<file path="src/rtl/sync_fifo.sv">
`default_nettype none
// ============================================================================
// Module   : sync_fifo
// Purpose  : Single-clock FIFO with extra-bit pointers for full/empty detect.
// Revision : 1.0 - initial release
// ============================================================================
module sync_fifo #(
    parameter int WIDTH = 32,
    parameter int DEPTH = 4
) (
    input  logic             clk,
    input  logic             reset,
    input  logic             push,
    input  logic [WIDTH-1:0] push_data,
    input  logic             pop,
    output logic [WIDTH-1:0] head,
    output logic             full,
    output logic             empty
);

    localparam int c_aw = $clog2(DEPTH);

    logic [WIDTH-1:0] r_mem [DEPTH];
    logic [c_aw:0]    r_wr_ptr;
    logic [c_aw:0]    r_rd_ptr;
    logic             w_do_push;
    logic             w_do_pop;

    assign w_do_push = push && !full;
    assign w_do_pop  = pop && !empty;

    always_ff @(posedge clk or negedge reset) begin
        if (!reset) begin
            r_wr_ptr <= '0;
            r_rd_ptr <= '0;
        end else begin
            if (w_do_push) r_wr_ptr <= r_wr_ptr + {{c_aw{1'b0}}, 1'b1};
            if (w_do_pop)  r_rd_ptr <= r_rd_ptr + {{c_aw{1'b0}}, 1'b1};
        end
    end

    always_ff @(posedge clk) begin
        if (w_do_push) r_mem[r_wr_ptr[c_aw-1:0]] <= push_data;
    end

    // Same index with differing wrap bits means the writer lapped the reader.
    assign empty = (r_wr_ptr == r_rd_ptr);
    assign full  = (r_wr_ptr[c_aw] != r_rd_ptr[c_aw]) &&
                   (r_wr_ptr[c_aw-1:0] == r_rd_ptr[c_aw-1:0]);
    assign head  = r_mem[r_rd_ptr[c_aw-1:0]];

endmodule
`default_nettype wire

</file>
<file path="config.mk">
export PLATFORM = sky130hd
export DESIGN_NAME = sync_fifo
export DESIGN_NICKNAME = d
export VERILOG_FILES = /design/src/rtl/sync_fifo.sv
export SDC_FILE = /design/constraint.sdc
export NUM_CORES = 1
export LEC_CHECK = 0
export BUFFER_PORTS_ARGS = -buffer_cell sky130_fd_sc_hd__buf_2
export CAP_MARGIN = 20
export CORE_ASPECT_RATIO = 1.75
export CORE_UTILIZATION = 60
export CTS_CLUSTER_DIAMETER = 80
export DETAILED_ROUTE_END_ITERATION = 8
export GPL_TIMING_DRIVEN = 1
export PLACE_DENSITY = 0.83
export SYNTH_ARGS = -nofsm -noshare
export SYNTH_HDL_FRONTEND = slang
export SYNTH_SLANG_ARGS = --single-unit
</file>
<file path="constraint.sdc">
create_clock -name clk -period 6 [get_ports clk]
set_clock_uncertainty 0.1 [all_clocks]
set_input_delay 0.3 -clock clk [delete_from_list [all_inputs] [get_ports clk]]
set_output_delay 0.3 -clock clk [all_outputs]
set_load 0.02 [all_outputs]
</file>
# After elaboration in Yosys (flattened, before gate mapping)
# Memory sizes are Yosys's and may differ from the RTL's.
# Cells that the tools add are included.
# W data, S select, Z words.
# totals
reg_bits	6
latchBits	0
mem_bits_rw	128
mem_bits_ro	0
in_bits	36
n_memories	1
# memory_table
memory	words	width	read_ports	rd_clocked_by_memory_dff	wr	line_no	text
r_mem	4	32	1	0	1	23	logic [WIDTH-1:0] r_mem [DEPTH];
# op_classes
addsub	2
multipliers	0
div	0
n_lt_le_gt_ge	0
n_eq_ne	3
shifts	0
mux	2
n_bitwise	0
n_reduce_logical	5
# ops
cell	n
$add A3 B1 Y3 const B	2
$eq A3 B3 Y1	1
$logic_and A1 B1 Y1	3
$eq A2 B2 Y1	1
$logic_not A1 Y1	2
$mux W1	2
$ne A1 B1 Y1	1

# Longest topological paths before layout
# Gate-level depths: netlist (run 1).
# logic_depth
word_depth	6
mapped_depth	5
mapped_depth_nobuf	5

# Least setup slack after synthesis (run 1)
# Ideal clock, no wire load.
# synth_path
kind	flip-flop to flip-flop
from	reg r_rd_ptr[1]
to	mem r_mem[1][0] (enable)
setup_time_ns	0.392
arrival_time_ns	1.684
setup_slack_ns	3.824
stages_incl_launch_ff	5
path_buffers	1
path_cell_list	dfrtp_1 -> buf_2 -> xnor2_2 -> nand3_2 -> and3_1
# synth_via
elab_chain_cells	6
# synth_lines
element	line_no	text
start, declared	25	logic [c_aw:0] r_rd_ptr;
start signal, assigned	38	if (w_do_pop) r_rd_ptr <= r_rd_ptr + {{c_aw{1'b0}}, 1'b1};
$eq A2 B2 Y1	49	(r_wr_ptr[c_aw-1:0] == r_rd_ptr[c_aw-1:0]);
$logic_and A1 B1 Y1	48	assign full = (r_wr_ptr[c_aw] != r_rd_ptr[c_aw]) &&
$logic_not A1 Y1	29	assign w_do_push = push && !full;
$logic_and A1 B1 Y1	29	
$mux W1	43	if (w_do_push) r_mem[r_wr_ptr[c_aw-1:0]] <= push_data;
$mux W1 (implied by the code)	43	
end, declared	23	
# No other way between the ends.

# Worst setup path in the final report (run 1)
# layout_path
from	reg r_rd_ptr[1]
to	mem r_mem[0][8] (enable)
# The elaborated chain is that of the path after synthesis.

==> metrics.md, run 1 <==
| Metric | Value |
|---|---|
| Critical path data arrival time | `2590 ps` |
| DRT iter0 DRCs | `187` |
| Flops & latches, synth | `134` |
| CTS max path bufs | `2` |
| Synth cell types | `28` |
| Die area | `8950 um2` |
| Row count | `44` |
| Number of port buffers | `69` |
| Synth Area in XOR/XNOR | `0.0212` |
| Pre-antenna DRT Iters | `4` |
| Diodes inserted | `0` |
| CTS tree | `built` |
| Initial antenna violation count | `0` |
| RSZ-0062 raised after global routing | `false` |
| Total gr overflow | `0` |
| Worst setup SP type | `register` |
| Setup Buffers After CTS | `0` |
| Mux share of post-synthesis cell area | `0.140` |
| Drt via density | `5.44` |
| Most common flop cell mapped by yosys | `edfxtp_1` |
| Largest net degree at the start of global routing | `39` |
| Dominant cell type by area after synthesis | `edfxtp_1` |
| PD cells | `523 nW/um2` |
| Final Power | `3.30 mW` |
| Core area | `8310 um2` |
| Number of synthesized flops with an enable pin | `128` |
| Critical Path RT | `5930 ps` |
| DR WL/cell | `19.3 um` |
| Synth top area cells | `edfxtp_1, mux4_2, dfrtp_1` |
| Syn_area_per_cell | `23.8 um2` |
| Relative slew slack | `0.372` |
| Die width | `71.9 um` |
| Starting density of the core | `0.618` |
| YS warnings | `0` |
| Num ports | `70` |
| First-pass GRT wire length | `13600 um` |
| CP endpoint kind | `register` |
| Final period util | `0.444` |
| Routed via count | `2425` |
| Post-Route WL | `8590 um` |
| Fin. max-slew vios | `0` |
| Compound-Gate Fraction of Synth Area | `0.0227` |
| Area Overhead vs Synth | `23.0%` |
| Clock Latency Late Sink | `410 ps` |
| Setup TNS | `0 ps` |
| Outcome | `completed` |
| Synthesized-area fraction occupied by adder cells | `0.0122` |
| Vias in the first global route | `2619` |
| H-tree levels | `4` |
| Peak Freq | `375 MHz` |
| Share of the yosys chip area belonging to registers | `0.778` |
| Simple-gate share of the synthesized area | `0.0127` |
| Synthesized cell area | `5140 um2` |
| DRC | `0` |
| Final hold vios | `0` |
| Syn_nets | `257` |
| Fraction of layout cells with a size suffix above 1 | `0.432` |
| Top cell type's share of synthesized area | `0.748` |
| Root buffer cell | `clkbuf_16` |
| Die Y | `124 um` |
| HP Class | `in2reg` |
| TritonCTS sink count | `134` |
| Post-layout min period | `2660 ps` |
| Crit Path Max Fanout | `38` |
| Worst-path clk slew | `50 ps` |
| Final number of setup-violating endpoints | `0` |
| Fin nets | `359` |
| Worst VDD drop | `0.331 mV` |
| Antenna viol nets, final | `0` |
| Clock buffer count from CTS | `17` |
| Async SR Flop Fraction | `0.0448` |
| MaxCap Viol Count | `0` |
| DPL Wire Length | `4810 um` |
| Mapped Cells | `216` |
| Placer's final routability congestion estimate | `0.807` |
| Worst Setup Path Type | `reg2reg` |
| Largest family of logic cells by synthesized area | `multiplexers` |
| All-Layer GR Usage | `0.218` |
| Tightest Pin Transition | `941 ps` |
| Lkg Pwr | `2.21 nW` |
[per-layer routing]
| metal | up-vias | global-route usage | share of wire |
|---|---|---|---|
| li1 | 1113 | - | - |
| met1 | 1224 | 0.266 | 0.39 |
| met2 | 79 | 0.351 | 0.54 |
| met3 | 9 | 0.0793 | 0.046 |
| met4 | 0 | 0.0934 | 0.015 |
| met5 | - | 0 | 0 |
[area by class of cell]
cell class	instances	area [um2]
tap	115	144
inverter	4	15.0
clock buffer	20	437
fill	427	2000
sequential	134	4000
multi-input combinational	70	1080
clock inverter	12	87.6
timing repair buffer	91	561
[layout by cell type (no fill, tap or decap), types with 3 or more instances in the layout]
cell type and n:
edfxtp_1 128, clkbuf_16 17, and3_2 3, clkbuf_1 3
clkinv_1 4, a21oi_1 4, dfrtp_1 4, inv_1 4
clkinv_2 4, clkinvlp_4 3, xnor2_1 3, dlygate4sd3_1 20
mux4_2 32, ha_1 5, buf_2 69
[cell usage after synthesis, types with 2 or more instances]
| master | instances |
|---|---|
| mux4_2 | 32 |
| xnor2_2 | 2 |
| edfxtp_1 | 128 |
| xor2_1 | 2 |
| xor2_2 | 2 |
| inv_1 | 4 |
| and3_1 | 3 |
| nand2b_1 | 2 |
| ha_1 | 5 |
| dfrtp_1 | 6 |
| o31ai_2 | 2 |
| buf_2 | 4 |
| buf_4 | 3 |
| a21oi_1 | 4 |
| xnor2_1 | 3 |
| o31ai_1 | 2 |
[worst max-delay path, stage by stage (launching register included)]
cell	delay [ps]
dfrtp_2	990
xnor2_2	250
nand3_2	160
and3_2	760
[cell families (layout without fill, tap and decap cells)]
kind of cell | count (synthesis) | count (layout)
xor gates and xnor gates | 9 | 9
DFF | 134 | 134
buffers and inverters | 12 | 127
and+or+nand+nor | 11 | 11
muxes | 32 | 32
AOI/OAI and AO/OA | 13 | 13
adders and majority gates | 5 | 5
[registers in the layout, indices dropped and copies added (netlist names)]
signal / count
r_mem: 128
r_rd_ptr: 3
r_wr_ptr: 3
[where the power goes]
part | switching (mW) | internal (mW)
combinational | 0.604 | 0.430
clock | 0.351 | 0.559
sequential | 0.106 | 1.25
total | 1.06 | 2.24
[repair_timing]
item                                   CTS  global route
hold buffers                            18             2
endpoints found under the hold margin   71             5
gates resized for setup                  0             0
[final timing paths]
check / start / to / slack, ps / depth (start not counted)
max in group asynchronous: reset / r_rd_ptr[1] / 5490 / 2
worst max-delay path: r_rd_ptr[1] / r_mem[0][8] / 3340 / 3
worst max register to register: r_rd_ptr[1] / r_mem[0][8] / 3340 / 3
min in group asynchronous: reset / r_rd_ptr[2] / 140 / 2
worst min register to register: r_wr_ptr[2] / r_wr_ptr[2] / 480 / 1
worst min-delay path: push_data[28] / r_mem[3][28] / 20 / 1
[stage by stage]
step / setup WS [ps] / cell area [um2] / hold WS, ps / util / instances
6_report: 3340 / 6320 / 18.8 / 0.760 / 446
3_3_place_gp: 3350 / 5590 / 32.8 / 0.673 / 394
2_1_floorplan: 3820 / 5140 / -95.6 / - / 216
4_1_cts: 3280 / 6300 / 0.830 / 0.758 / 444
3_5_place_dp: 3310 / 5590 / 29.7 / 0.673 / 394
5_1_grt: 3180 / 6320 / 0.770 / 0.760 / 446
(Power assumes the default switching activity.)
==> run 2: changes to the inputs <==
--- a/config.mk
+++ b/config.mk
@@ -8,11 +8,11 @@
 export BUFFER_PORTS_ARGS = -buffer_cell sky130_fd_sc_hd__buf_2
 export CAP_MARGIN = 20
 export CORE_ASPECT_RATIO = 1.75
-export CORE_UTILIZATION = 60
+export CORE_UTILIZATION = 51
 export CTS_CLUSTER_DIAMETER = 80
 export DETAILED_ROUTE_END_ITERATION = 8
 export GPL_TIMING_DRIVEN = 1
-export PLACE_DENSITY = 0.83
+export PLACE_DENSITY = 0.75
 export SYNTH_ARGS = -nofsm -noshare
 export SYNTH_HDL_FRONTEND = slang
 export SYNTH_SLANG_ARGS = --single-unit
==> constraint.sdc (replaced) <==
create_clock -name clk -period 2.2 [get_ports clk]
set_clock_uncertainty 0.1 [all_clocks]
set_input_delay 0.11 -clock clk [delete_from_list [all_inputs] [get_ports clk]]
set_output_delay 0.11 -clock clk [all_outputs]
set_load 0.02 [all_outputs]
==> metrics.md, run 2 (synthesis gave the netlist of run 1 again) <==
| Metric | Value |
|---|---|
| Worst setup SP type | `register` |
| Peak Freq | `478 MHz` |
| Final Power | `9.34 mW (+180%)` |
| CTS max path bufs | `2 (unchanged)` |
| Root buffer cell | `clkbuf_16` |
| Diodes inserted | `0 (unchanged)` |
| PD cells | `1420 nW/um2 (+170%)` |
| Die width | `77.9 um (+8.2%)` |
| Final period util | `0.951` |
| Drt via density | `5.36 (-1.5%)` |
| Lkg Pwr | `2.32 nW (+5.0%)` |
| Worst Setup Path Type | `reg2out` |
| CTS tree | `built` |
| Core area | `9850 um2 (+18%)` |
| Critical path data arrival time | `1880 ps (-710 ps)` |
| Row count | `48 (+9.1%)` |
| Post-Place Cells | `407 (+3.3%)` |
| Worst-path clk slew | `60 ps (about the same)` |
| Combinational Power Share | `0.331 (+0.018)` |
| Antenna viol nets, final | `0 (unchanged)` |
| Commonest cells after routing, fill and taps aside | `edfxtp_1, buf_2, dlygate4sd3_1` |
| Pre-antenna DRT Iters | `4 (unchanged)` |
| Sequential power share | `0.386 (-0.025)` |
| Post-place setup slack | `67.0 ps (-3240 ps)` |
| Number of port buffers | `69 (unchanged)` |
| DR WL/cell | `19.2 um (-0.51%)` |
| Clock Latency Late Sink | `410 ps (about the same)` |
| Power share of the clock group | `0.283 (+0.008)` |
| Post-layout min period | `2090 ps` |
| Fraction of layout cells with a size suffix above 1 | `0.431 (-0.000596)` |
| H-tree levels | `4 (unchanged)` |
| Routed via count | `2544 (+4.9%)` |
| Setup TNS | `0 ps (unchanged)` |
| Area Overhead vs Synth | `28.4%` |
| Fin. max-slew vios | `0 (unchanged)` |
| Final hold vios | `0 (unchanged)` |
| Initial antenna violation count | `0 (unchanged)` |
| Setup Buffers After CTS | `0 (unchanged)` |
| First-pass GRT wire length | `13800 um (+1.3%)` |
| HP Class | `in2reg` |
| Final number of setup-violating endpoints | `0 (unchanged)` |
| Crit Path Max Fanout | `35 (-7.9%)` |
| DRT iter0 DRCs | `102 (-45%)` |
| Clock buffer count from CTS | `17 (unchanged)` |
| Largest net degree at the start of global routing | `38 (-2.6%)` |
| All-Layer GR Usage | `0.188 (-0.0300)` |
| RSZ-0062 raised after global routing | `false` |
| Cell Int Power | `6.36 mW (+180%)` |
| Final setup margin | `107 ps (-3230 ps)` |
| Placer's final routability congestion estimate | `0.782 (-3.0%)` |
| Number of flip-flops in the largest register | `128 (unchanged)` |
| Post-Route WL | `9100 um (+6.0%)` |
| MaxCap Viol Count | `0 (unchanged)` |
| Placed Area | `5640 um2 (+0.85%)` |
| CP endpoint kind | `output pin` |
| Die Y | `135 um (+8.3%)` |
| Switching power | `2.98 mW (+180%)` |
| Total gr overflow | `0 (unchanged)` |
| Vias in the first global route | `2682 (+2.4%)` |
| TritonCTS sink count | `134 (unchanged)` |
| Min Hold Slack | `355 ps (+336 ps)` |
| DRC | `0 (unchanged)` |
| DPL Wire Length | `5040 um (+4.8%)` |
| Num ports | `70 (unchanged)` |
| Switching Share | `0.319 (-0.00186)` |
| Cell area after layout | `6600 um2 (+4.4%)` |
| Layout Utilization | `0.670 (-0.0903)` |
| Die area | `10500 um2 (+17%)` |
| Fin nets | `378 (+5.3%)` |
| Tightest Pin Transition | `525 ps (-417 ps)` |
| Relative slew slack | `0.650 (+0.278)` |
| Worst VDD drop | `0.967 mV (+190%)` |
| Critical Path RT | `1990 ps (-3940 ps)` |
| Layout Cells excl Fill | `475 (+6.5%)` |
| Commonest non-fill, non-tap cell in the layout | `edfxtp_1` |
| Starting density of the core | `0.521 (-0.0964)` |
| Outcome | `completed` |
run 2: cell count changes in the layout (fill, tap and decap cells not counted):
| cell | previous run | this run |
|---|---|---|
| bufinv_16 | 1 | 2 |
| and3_4 | 0 | 3 |
| clkbuf_1 | 3 | 2 |
| clkinv_1 | 4 | 0 |
| and3_2 | 3 | 0 |
| dlygate4sd3_1 | 20 | 36 |
| clkinv_2 | 4 | 5 |
| buf_6 | 0 | 1 |
| buf_12 | 0 | 2 |
| clkinv_4 | 0 | 3 |
run 2: repair_timing:
| item | 4_1_cts | 5_1_grt |
|---|---|---|
| hold endpoints to repair | 139 | 0 |
| hold buffers | 36 | 0 |
| gates resized for setup | 3 | 4 |
| endpoints found under the setup margin | 33 | 79 |
run 2: path summary, 6_finish.rpt:
kind | to | start | cells after the start | slack (ps)
min in group asynchronous | r_rd_ptr[2] | reset | 3 | 550
setup reg to reg | r_mem[1][28] | r_wr_ptr[1] | 3 | 320
hold / removal | r_mem[2][0] | push_data[0] | 2 | 360
hold reg to reg | r_wr_ptr[2] | r_wr_ptr[2] | 1 | 480
setup / recovery | head[31] | r_rd_ptr[0] | 3 | 110
max in group asynchronous | r_rd_ptr[1] | reset | 3 | 1190
run 2: per-layer routing:
metal	track usage	part of all wire	routed length [um]	vias up
li1	-	-	-	1152
met3	0.0466	0.045	414	20
met1	0.218	0.38	3430	1287
met4	0.103	0.024	218	0
met2	0.320	0.55	5030	85
met5	0	0	0	-
run 2: final cells by class:
cell class / count / area [um2]
clock inverters: 13 / 134
clock buffers: 19 / 433
fillers: 687 / 3250
flip-flops and latches: 134 / 4000
well taps: 125 / 156
multi-input cells: 70 / 1090
inverters: 4 / 15.0
repair buffers: 110 / 772
run 2: worst max-delay path, stage by stage (launching register included):
cell and delay, ps:
dfrtp_2 410, buf_12 300, mux4_2 570, buf_2 180
run 2: power by group through the flow:
stage	clock network [mW]	logic, mW	registers (mW)
floorplan	0	2.21	3.59
global placement	0	3.00	3.62
detailed placement	0	3.03	3.66
CTS	2.70	3.12	3.61
global route	2.80	3.32	3.64
finish	2.64	3.09	3.61
==> run 3: changes to the inputs <==
--- a/config.mk
+++ b/config.mk
@@ -8,11 +8,11 @@
 export BUFFER_PORTS_ARGS = -buffer_cell sky130_fd_sc_hd__buf_2
 export CAP_MARGIN = 20
 export CORE_ASPECT_RATIO = 1.75
-export CORE_UTILIZATION = 51
+export CORE_UTILIZATION = 60
 export CTS_CLUSTER_DIAMETER = 80
 export DETAILED_ROUTE_END_ITERATION = 8
 export GPL_TIMING_DRIVEN = 1
-export PLACE_DENSITY = 0.75
+export PLACE_DENSITY = 0.83
 export SYNTH_ARGS = -nofsm -noshare
 export SYNTH_HDL_FRONTEND = slang
 export SYNTH_SLANG_ARGS = --single-unit
==> constraint.sdc (replaced) <==
create_clock -name clk -period 2.72 [get_ports clk]
set_clock_uncertainty 0.1 [all_clocks]
set_input_delay 0.136 -clock clk [delete_from_list [all_inputs] [get_ports clk]]
set_output_delay 0.136 -clock clk [all_outputs]
set_load 0.02 [all_outputs]
==> metrics.md, run 3 (synthesis gave the netlist of run 1 again) <==
| Metric | Value |
|---|---|
| Root buffer cell | `clkbuf_16` |
| DRT iter0 DRCs | `188 (+84%)` |
| Crit Path Max Fanout | `35 (unchanged)` |
| Placed Area | `5610 um2 (-0.58%)` |
| HP Class | `in2reg` |
| Fin nets | `377 (-0.26%)` |
| All-Layer GR Usage | `0.244 (+0.0554)` |
| Die width | `71.9 um (-7.6%)` |
| Placer's final routability congestion estimate | `0.707 (-9.6%)` |
| Initial antenna violation count | `0 (unchanged)` |
| Largest net degree at the start of global routing | `38 (unchanged)` |
| Worst Hold Depth | `2 (unchanged)` |
| Tightest Pin Transition | `868 ps (+343 ps)` |
| CTS max path bufs | `2 (unchanged)` |
| Lkg Pwr | `2.31 nW (-0.45%)` |
| Fraction of layout cells with a size suffix above 1 | `0.436 (+0.00410)` |
| Critical path data arrival time | `2190 ps (+310 ps)` |
| Clock Latency Late Sink | `410 ps (about the same)` |
| DPL Wire Length | `4930 um (-2.2%)` |
| Pre-antenna DRT Iters | `4 (unchanged)` |
| Post-Route WL | `9550 um (+4.9%)` |
| Clock buffer count from CTS | `17 (unchanged)` |
| Total gr overflow | `0 (unchanged)` |
| Antenna viol nets, final | `0 (unchanged)` |
| Vias in the first global route | `2664 (-0.67%)` |
| Fin. max-slew vios | `0 (unchanged)` |
| Worst Setup Path Type | `reg2out` |
| CP endpoint kind | `output pin` |
| Die Y | `124 um (-7.7%)` |
| Worst-path clk slew | `60 ps (about the same)` |
| DRC | `0 (unchanged)` |
| Drt via density | `5.48 (+2.4%)` |
| Worst setup SP type | `register` |
| Cell area after layout | `6550 um2 (-0.68%)` |
| Layout Utilization | `0.788 (+0.118)` |
| Commonest non-fill, non-tap cell in the layout | `edfxtp_1` |
| Min Hold Slack | `367 ps (+11.8 ps)` |
| Diodes inserted | `0 (unchanged)` |
| Final period util | `0.893` |
| H-tree levels | `4 (unchanged)` |
| Final number of setup-violating endpoints | `0 (unchanged)` |
| PD cells | `1150 nW/um2 (-19%)` |
| Peak Freq | `412 MHz` |
| Cts repair resizes | `0 (-3)` |
| DR WL/cell | `20.6 um (+7.4%)` |
| Layout Cells excl Fill | `464 (-2.3%)` |
| Crit-path cells | `buf_4, mux4_2, buf_2` |
| Num ports | `70 (unchanged)` |
| Post-layout min period | `2430 ps` |
| Buf/Inv on CP | `2 (unchanged)` |
| TritonCTS sink count | `134 (unchanged)` |
| RSZ-0062 raised after global routing | `false` |
| FF-to-FF path depth | `3 (unchanged)` |
| Critical Path RT | `2480 ps (+490 ps)` |
| Core area | `8310 um2 (-16%)` |
| WHS Endpoint | `r_mem[0][29]` |
| Max stage delay on crit path | `640 ps (+70 ps)` |
| Outcome | `completed` |
| Routed via count | `2544 (unchanged)` |
| Die area | `8950 um2 (-15%)` |
| Number of flip-flops in the largest register | `128 (unchanged)` |
| Flop2flop setup slack | `600 ps (+280 ps)` |
| Post-Place Cells | `396 (-2.7%)` |
| Starting density of the core | `0.618 (+0.0964)` |
| Critical-path top delay cell | `mux4_2` |
| Commonest cells after routing, fill and taps aside | `edfxtp_1, buf_2, dlygate4sd3_1` |
| Setup TNS | `0 ps (unchanged)` |
| Fill cells | `406 (-41%)` |
| Number of port buffers | `69 (unchanged)` |
| Final hold vios | `0 (unchanged)` |
| Row count | `44 (-8.3%)` |
| CTS tree | `built` |
| MaxCap Viol Count | `0 (unchanged)` |
| Area Overhead vs Synth | `27.5%` |
| Worst VDD drop | `1.09 mV (+13%)` |
| Hold_sp | `push_data[29]` |
| Worst R2R End | `r_mem[2][11]` |
| First-pass GRT wire length | `14900 um (+7.9%)` |
| Worst r2r src | `r_wr_ptr[0]` |
| Relative slew slack | `0.421 (-0.229)` |
| Cell family with most CP delay | `buffers and inverters` |
## run 3: cell count changes in the layout (fill, tap and decap cells not counted)
cell and delta:
buf_6 -1, buf_12 -2, inv_6 +2, clkbuf_1 -2
clkinv_2 -2, and3_4 -3, clkinvlp_4 +2, and3_2 +3
buf_4 +2
## run 3: metal layers
metal / up-vias / global-route usage / routed length (um)
li1: 1149 / - / -
met1: 1288 / 0.316 / 3690
met2: 103 / 0.383 / 5350
met3: 4 / 0.0712 / 421
met4: 0 / 0.110 / 82
met5: - / 0 / 0
## run 3: layout make-up
| class | count | area, um2 | share of cell area |
|---|---|---|---|
| multi-input cells | 70 | 1080 | 0.164 |
| flip-flops and latches | 134 | 4000 | 0.610 |
| inverters | 4 | 15.0 | 0.00229 |
| clock inverters | 15 | 156 | 0.0239 |
| clock buffers | 17 | 425 | 0.0649 |
| well taps | 115 | 144 | 0.0220 |
| repair buffers | 109 | 736 | 0.112 |
## run 3: stage by stage
stage / power (mW) / worst slack (ps)
final: 7.54 / 290
after global placement: 5.29 / 607
after CTS: 7.58 / 254
after global routing: 7.87 / 139
after detailed placement: 5.33 / 582
after floorplan: 4.69 / 544
## run 3: timing repair
action	in CTS	in global routing
hold buffers	36	0
endpoints found under the hold margin	138	0
setup buffers	0	0
## run 3: how the worst max path moves through the flow
stage | startpoint | depth (start not counted) | endpoint
6_report | r_rd_ptr[0] | 3 | head[18]
5_1_grt | r_rd_ptr[0] | 3 | head[18]
4_1_cts | r_rd_ptr[0] | 3 | head[17]
3_5_place_dp | r_wr_ptr[0] | 3 | r_mem[1][19]
3_3_place_gp | r_wr_ptr[0] | 3 | r_mem[2][19]
2_1_floorplan | r_rd_ptr[1] | 4 | r_mem[1][0]
## run 3: power by group
part           internal, mW  total, mW  switching, mW  leakage, nW
registers              2.76       2.93          0.167         1.24
clock network          1.35       2.21          0.855        0.272
logic                 0.969       2.41           1.44        0.798
